File: config.mk
export PLATFORM = sky130hd
export DESIGN_NAME = ram_arbiter
export DESIGN_NICKNAME = d
export VERILOG_FILES = /design/src/rtl/ram_arbiter.sv
export SDC_FILE = /design/constraint.sdc
export NUM_CORES = 1
export LEC_CHECK = 0
export CELL_PAD_IN_SITES_DETAIL_PLACEMENT = 1
export CELL_PAD_IN_SITES_GLOBAL_PLACEMENT = 2
export CORE_UTILIZATION = 29
export CTS_BUF_LIST = sky130_fd_sc_hd__clkbuf_4
export DETAILED_ROUTE_END_ITERATION = 7
export GPL_TIMING_DRIVEN = 0
export PLACE_DENSITY_LB_ADDON = 0.1
export SLEW_MARGIN = 5
export SYNTH_ARGS = -nofsm -noshare
export SYNTH_HDL_FRONTEND = slang
export SYNTH_SLANG_ARGS = --single-unit
File: constraint.sdc
create_clock -name clk_i -period 2.4 [get_ports clk_i]
set_input_delay 0.48 -clock clk_i [delete_from_list [all_inputs] [get_ports clk_i]]
set_output_delay 0.48 -clock clk_i [all_outputs]
set_load 0.01 [all_outputs]
File: src/rtl/ram_arbiter.sv
// Two-master arbiter sharing one RAM request/ack channel between the
// instruction-fetch port and the data port, with AMO lock support.
module ram_arbiter #(
  parameter bit RR_ENABLE = 1'b1
) (
  input  logic        clk_i,
  input  logic        rst_n_i,
  // instruction port
  input  logic        ins_stb_i,
  input  logic [31:0] ins_addr_i,
  output logic        ins_ack_o,
  output logic [31:0] ins_data_o,
  // data port
  input  logic        data_stb_i,
  input  logic [3:0]  data_sel_i,
  input  logic        data_we_i,
  input  logic [31:0] data_addr_i,
  input  logic [2:0]  data_addr_tag_i,
  input  logic [31:0] data_data_i,
  output logic        data_ack_o,
  output logic [31:0] data_data_o,
  output logic        data_data_tag_o,
  // RAM bus
  output logic        stb_o,
  output logic [3:0]  sel_o,
  output logic        we_o,
  output logic [31:0] addr_o,
  output logic [2:0]  addr_tag_o,
  output logic [31:0] data_o,
  input  logic        ack_i,
  input  logic [31:0] data_i,
  input  logic        data_tag_i
);

  typedef enum logic [1:0] {
    IDLE,
    BUSY_INS,
    BUSY_DATA
  } state_t;

  // Tag layout: [2:1] mode, [0] lock/unlock
  localparam logic [1:0] MODE_AMO   = 2'b10;
  localparam logic       TAG_LOCK   = 1'b1;
  localparam logic       TAG_UNLOCK = 1'b0;

  localparam logic GRANT_INS  = 1'b0;
  localparam logic GRANT_DATA = 1'b1;

  state_t state_reg;
  state_t state_next;
  logic   last_grant_reg;
  logic   amo_lock_reg;
  logic   grant_ins;
  logic   grant_data;
  logic   ins_eligible;
  logic   lock_done;
  logic   unlock_done;

  // While an AMO lock is held, only the data port may be granted.
  assign ins_eligible = ins_stb_i && !amo_lock_reg;

  // Lock bookkeeping keys off the latched request, which is what the RAM
  // just completed.
  assign lock_done   = (addr_tag_o[2:1] == MODE_AMO) && (addr_tag_o[0] == TAG_LOCK)
                       && !we_o;
  assign unlock_done = (addr_tag_o[2:1] == MODE_AMO) && (addr_tag_o[0] == TAG_UNLOCK)
                       && we_o;

  always_ff @(posedge clk_i or negedge rst_n_i) begin
    if (!rst_n_i) begin
      state_reg <= IDLE;
    end else begin
      state_reg <= state_next;
    end
  end

  always_comb begin
    state_next = state_reg;
    grant_ins  = 1'b0;
    grant_data = 1'b0;
    case (state_reg)
      IDLE: begin
        if (data_stb_i && ins_eligible) begin
          grant_data = RR_ENABLE ? (last_grant_reg == GRANT_INS) : 1'b1;
        end else begin
          grant_data = data_stb_i;
        end
        grant_ins = ins_eligible && !grant_data;
        if (grant_data) begin
          state_next = BUSY_DATA;
        end else if (grant_ins) begin
          state_next = BUSY_INS;
        end
      end
      BUSY_INS, BUSY_DATA: begin
        if (ack_i) begin
          state_next = IDLE;
        end
      end
      default: state_next = IDLE;
    endcase
  end

  always_ff @(posedge clk_i or negedge rst_n_i) begin
    if (!rst_n_i) begin
      stb_o           <= 1'b0;
      sel_o           <= 4'b0000;
      we_o            <= 1'b0;
      addr_o          <= 32'h0;
      addr_tag_o      <= 3'b000;
      data_o          <= 32'h0;
      ins_ack_o       <= 1'b0;
      ins_data_o      <= 32'h0;
      data_ack_o      <= 1'b0;
      data_data_o     <= 32'h0;
      data_data_tag_o <= 1'b0;
      last_grant_reg  <= GRANT_INS;
      amo_lock_reg    <= 1'b0;
    end else begin
      ins_ack_o  <= 1'b0;
      data_ack_o <= 1'b0;

      if (grant_data) begin
        stb_o      <= 1'b1;
        sel_o      <= data_sel_i;
        we_o       <= data_we_i;
        addr_o     <= data_addr_i;
        addr_tag_o <= data_addr_tag_i;
        data_o     <= data_data_i;
      end else if (grant_ins) begin
        // Instruction fetches are always full-word reads with no tag.
        stb_o      <= 1'b1;
        sel_o      <= 4'b1111;
        we_o       <= 1'b0;
        addr_o     <= ins_addr_i;
        addr_tag_o <= 3'b000;
        data_o     <= 32'h0;
      end

      if (ack_i && (state_reg == BUSY_INS)) begin
        stb_o          <= 1'b0;
        ins_ack_o      <= 1'b1;
        ins_data_o     <= data_i;
        last_grant_reg <= GRANT_INS;
      end

      if (ack_i && (state_reg == BUSY_DATA)) begin
        stb_o           <= 1'b0;
        data_ack_o      <= 1'b1;
        data_data_o     <= data_i;
        data_data_tag_o <= data_tag_i;
        last_grant_reg  <= GRANT_DATA;
        if (lock_done) begin
          amo_lock_reg <= 1'b1;
        end else if (unlock_done) begin
          amo_lock_reg <= 1'b0;
        end
      end
    end
  end

endmodule

## Word level (Yosys, flattened, before mapping)

Index checks and enable logic that the tools add are counted.

| word-level totals | value |
|---|---|
| flip-flop bits (word level) | 144 |
| input bits | 142 |
| output and inout bits | 140 |
| logic and storage cells | 69 |

| operators by class | value |
|---|---|
| equal/unequal tests | 5 |
| multiplexer cells | 28 |
| bitwise gates (word level) | 2 |
| reductions and logical operators | 20 |

Operators with widths:

| cell | number |
|---|---|
| 32-bit two-way mux | 4 |
| 1-bit two-way mux | 16 |
| 1-bit logical AND | 9 |
| 4-bit two-way mux | 2 |
| 2-bit two-way mux | 3 |
| 3-bit two-way mux | 2 |
| 2-bit nonzero test | 3 |
| 2-bit == test, second input constant | 2 |
| 2-bit one-hot mux with 2 select lines | 1 |
| 2-bit AND reduction | 2 |
| 4-bit nonzero test | 1 |
| 1-bit logical NOT | 3 |
| 3-bit != test, second input constant | 1 |
| 2-bit by 1-bit == test with 1-bit output, second input constant | 1 |
| 2-bit logical NOT | 1 |
| 2-bit != test, second input constant | 1 |
| 1-bit inverter | 2 |
| 2-bit OR reduction | 1 |

## Depth between registers and ports, before layout

| logic depth | value |
|---|---|
| word-level depth | 12 |
| gate-level depth with buffers | 7 |
| gate-level depth less buffers | 6 |

## Worst setup path before layout

OpenSTA, ideal clock, no wires.

| timing path | value |
|---|---|
| path kind | register to register |
| start | reg state_reg[0] |
| end | reg data_data_o[11] |
| setup time | 125 ps |
| arrival time | 1385 ps |
| required time | 2275 ps |
| slack | 890 ps |
| cell stages (with the launch flop) | 7 |
| path buffers | 1 |
| clock period less this slack | 1510 ps |
| cell sequence | dfrtp_1 > inv_1 > ha_1 > nand2_1 > inv_2 > buf_2 > mux2_2 |

| on the way | value |
|---|---|
| cells in the longest elaborated chain, start to end | 2 |

Ends and longest elaborated chain:

| element | RTL line | RTL |
|---|---|---|
| start: declaration | 49 | `state_t state_reg;` |
| start signal: assignment | 73 | `state_reg <= state_next;` |
| 2-bit == test | 147 | `if (ack_i && (state_reg == BUSY_DATA)) begin` |
| 1-bit logical AND | 147 |  |
| end signal: assignment | 150 | `data_data_o <= data_i;` |
| end: declaration | 21 | `output logic [31:0] data_data_o,` |

No other way between the ends.
A chain may end at the register's enable or synchronous reset.

## Worst setup path after layout

| timing path | value |
|---|---|
| start | reg addr_tag_o[0] |
| end | out addr_tag_o[0] |

RTL lines:

| element | RTL line | RTL |
|---|---|---|
| start: declaration | 28 | `output logic [2:0] addr_tag_o,` |
| start signal: assignment | 128 | `addr_tag_o <= data_addr_tag_i;` |

No word-level cell between the ends.

==> impl_metrics.ini <==
[clocking]
clockRootBuffer = clkbuf_4
cts_hold_buffers = 1
cts_buffers = 17
cts_resized = 0
cts_buffer_depth = 2
clk_latency_ps = 540
cts_num_sinks = 144
htreeDepth = 4
postCtsSetupBuffers = 0
clk_pin_slew_ps = 140
cts_tree = yes

[synthesis]
ys_seq_area_share_pct = 57.3
synth.top_cell.area_share_pct = 57.3
synth_area_um2 = 6290
synthTopCellsByArea = dfrtp_1 57%, mux2_2 11%, a2bb2oi_2 6.9%
syn-num-nets = 595
yosys.area.top_type = dfrtp_1
yosys_register_bits = 144
synthDistinctLibCells = 35
ys.warnings.count = 0
syn_avg_cell_area_um2 = 14.0
postSynthCellCount = 450

[critical_path]
cp_max_fo = 4
worstPathArrival_ps = 1580
crit_required_ps = 1920
max_stage_delay_ps = 610
path_cells = clkdlybuf4s50_1
critPathCaptureType = output port
cp_top_family = buffers and inverters
crit_type = reg -> out
cp_num_buf_inv = 1
crit_path_top_delay_cell = clkdlybuf4s50_1
worstSetupStartpointType = register

[hold_path]
hold_class = in -> async

[floorplanning]
ios = 282
die_h_um = 149
start_util_pct = 29.7
die_area_um2 = 22300
core_area_um2 = 21200
die_w_um = 149
rows = 53

[timing]
final.min_clock_period_ps = 2060
tightest_slew_ps = 533
max_freq_ghz = 0.486
slew_headroom_pct = 64.5
slew_violations = 0
fin_setup_tns_ps = 0
fin_crit_sh_pct = 85.7
hold_viol = 0
setup_ws_ps = 343
skew_ps = 18.8
grt_setup_unrepaired = no
setup-violations-final = 0

[detailed_routing]
drt-total-wl_mm = 20.2
ant_nets = 0
wire_per_inst_um = 19.5
drt-pass1-iter-count = 4
drc = 0
via_per_inst = 4.80
drt_iter0_drc = 130
route.vias.total = 4993

[global_route]
grt_util_all_layers_pct = 18.6
antenna_found_initial = 1
grt_overflow_total = 0
grt_pass1_wl_mm = 31.4
grt_pass1_vias = 5558
grt_max_degree = 92

[power_and_ir_drop]
p_total_mw = 11.7
powerDensity_nw_per_um2 = 1200
ir_worst_vdd_mv = 0.482
p_leak_nw = 4.00

[placement]
post_dp_cell_area_um2 = 9480
gp_congestion = 0.727
dp_hpwl_mm = 15.1
portBuffers = 281
dpl_worst_slack_ps = 176

[run_status]
outcome = finished, final reports clean

[finish]
layout.nets = 897
finalInstanceArea_um2 = 9780
fin_util_pct = 46.2
area_growth_pct = 55.4
final_layout_size_suffix_gt1_share_pct = 21.1

[flow_run]
max_cap_viol_count = 0
## through the flow
step | instances | hold WS, ps
2_1_floorplan | 450 | 184
6_report | 1040 | 450
3_3_place_gp | 1006 | 469
3_5_place_dp | 1007 | 479
5_1_grt | 1040 | 411
4_1_cts | 1039 | 410
## metal layers
| layer | wire, µm | track usage, % | up-vias |
|---|---|---|---|
| met5 | 0 | 0 | - |
| met4 | 259 | 5.61 | 0 |
| met3 | 1610 | 6.42 | 18 |
| met2 | 9980 | 31.0 | 168 |
| met1 | 8410 | 22.5 | 2516 |
| li1 | - | - | 2291 |
## synthesized netlist by cell type (all sizes together)
cell and count:
ha 3, and3b 2, a22o 37, o41ai 1, mux2 65, o221a 32, o31ai 1, a2bb2oi 32
o21ai 35, o22a 4, a31oi 1, a21oi 1, buf 30, nor2 1, o21a 1, dfrtp 144
inv 7, nor2b 1, o211a 1, or2 1, clkbuf 11, nand2b 1, nand2 37, a41oi 1
## placed cells by master, fill, tap and decap left out, drive strengths merged, types with 2 or more instances in the layout
| cell type | instances |
|---|---|
| a22o | 37 |
| mux2 | 65 |
| buf | 32 |
| clkdlybuf4s50 | 280 |
| clkbuf | 29 |
| bufinv | 2 |
| a2bb2oi | 32 |
| inv | 12 |
| ha | 3 |
| and3b | 2 |
| nand2 | 37 |
| dfrtp | 144 |
| o22a | 4 |
| o221a | 32 |
| clkinvlp | 5 |
| o21ai | 35 |
## path summary, 6_finish.rpt
| kind | from | end | slack (ps) | depth (start not counted) |
|---|---|---|---|---|
| setup / recovery | addr_tag_o[0]$_DFFE_PN0P_ | addr_tag_o[0] | 340 | 1 |
| hold / removal | rst_n_i | ins_data_o[8]$_DFFE_PN0P_ | 450 | 2 |
| setup reg to reg | state_reg[0]$_DFFE_PN0P_ | addr_o[5]$_DFFE_PN0P_ | 450 | 7 |
| hold reg to reg | last_grant_reg$_DFFE_PN0N_ | last_grant_reg$_DFFE_PN0N_ | 500 | 2 |
| max in group asynchronous | rst_n_i | addr_o[7]$_DFFE_PN0P_ | 1060 | 3 |
| min in group clk_i | last_grant_reg$_DFFE_PN0N_ | last_grant_reg$_DFFE_PN0N_ | 500 | 2 |
## power breakdown
group / total [mW] / switching, mW / internal [mW]
clock: 1.63 / 0.987 / 0.644
combinational: 5.83 / 2.30 / 3.54
sequential: 4.27 / 0.705 / 3.57
total: 11.7 / 3.99 / 7.75
## logic make-up after synthesis
group / count (synthesis) / share of synthesized area (%)
AO/OA/AOI/OAI: 147 / 22.6
flip-flops: 144 / 57.3
multiplexers: 65 / 11.6
buffers and inverters: 48 / 4.71
AND/OR/NAND/NOR: 43 / 3.16
adder cells (fa/ha/maj): 3 / 0.597
## cell type report
| class | instances | area [µm²] |
|---|---|---|
| sequential | 144 | 3600 |
| antenna | 1 | 2.50 |
| multi-input combinational | 258 | 2390 |
| clock buffer | 18 | 135 |
| buffer | 41 | 270 |
| clock inverter | 13 | 153 |
| inverter | 7 | 26.3 |
| timing repair buffer | 283 | 2850 |
| tap | 275 | 344 |
| fill | 2205 | 11400 |
No activity file was read; power rests on OpenSTA's default activity.
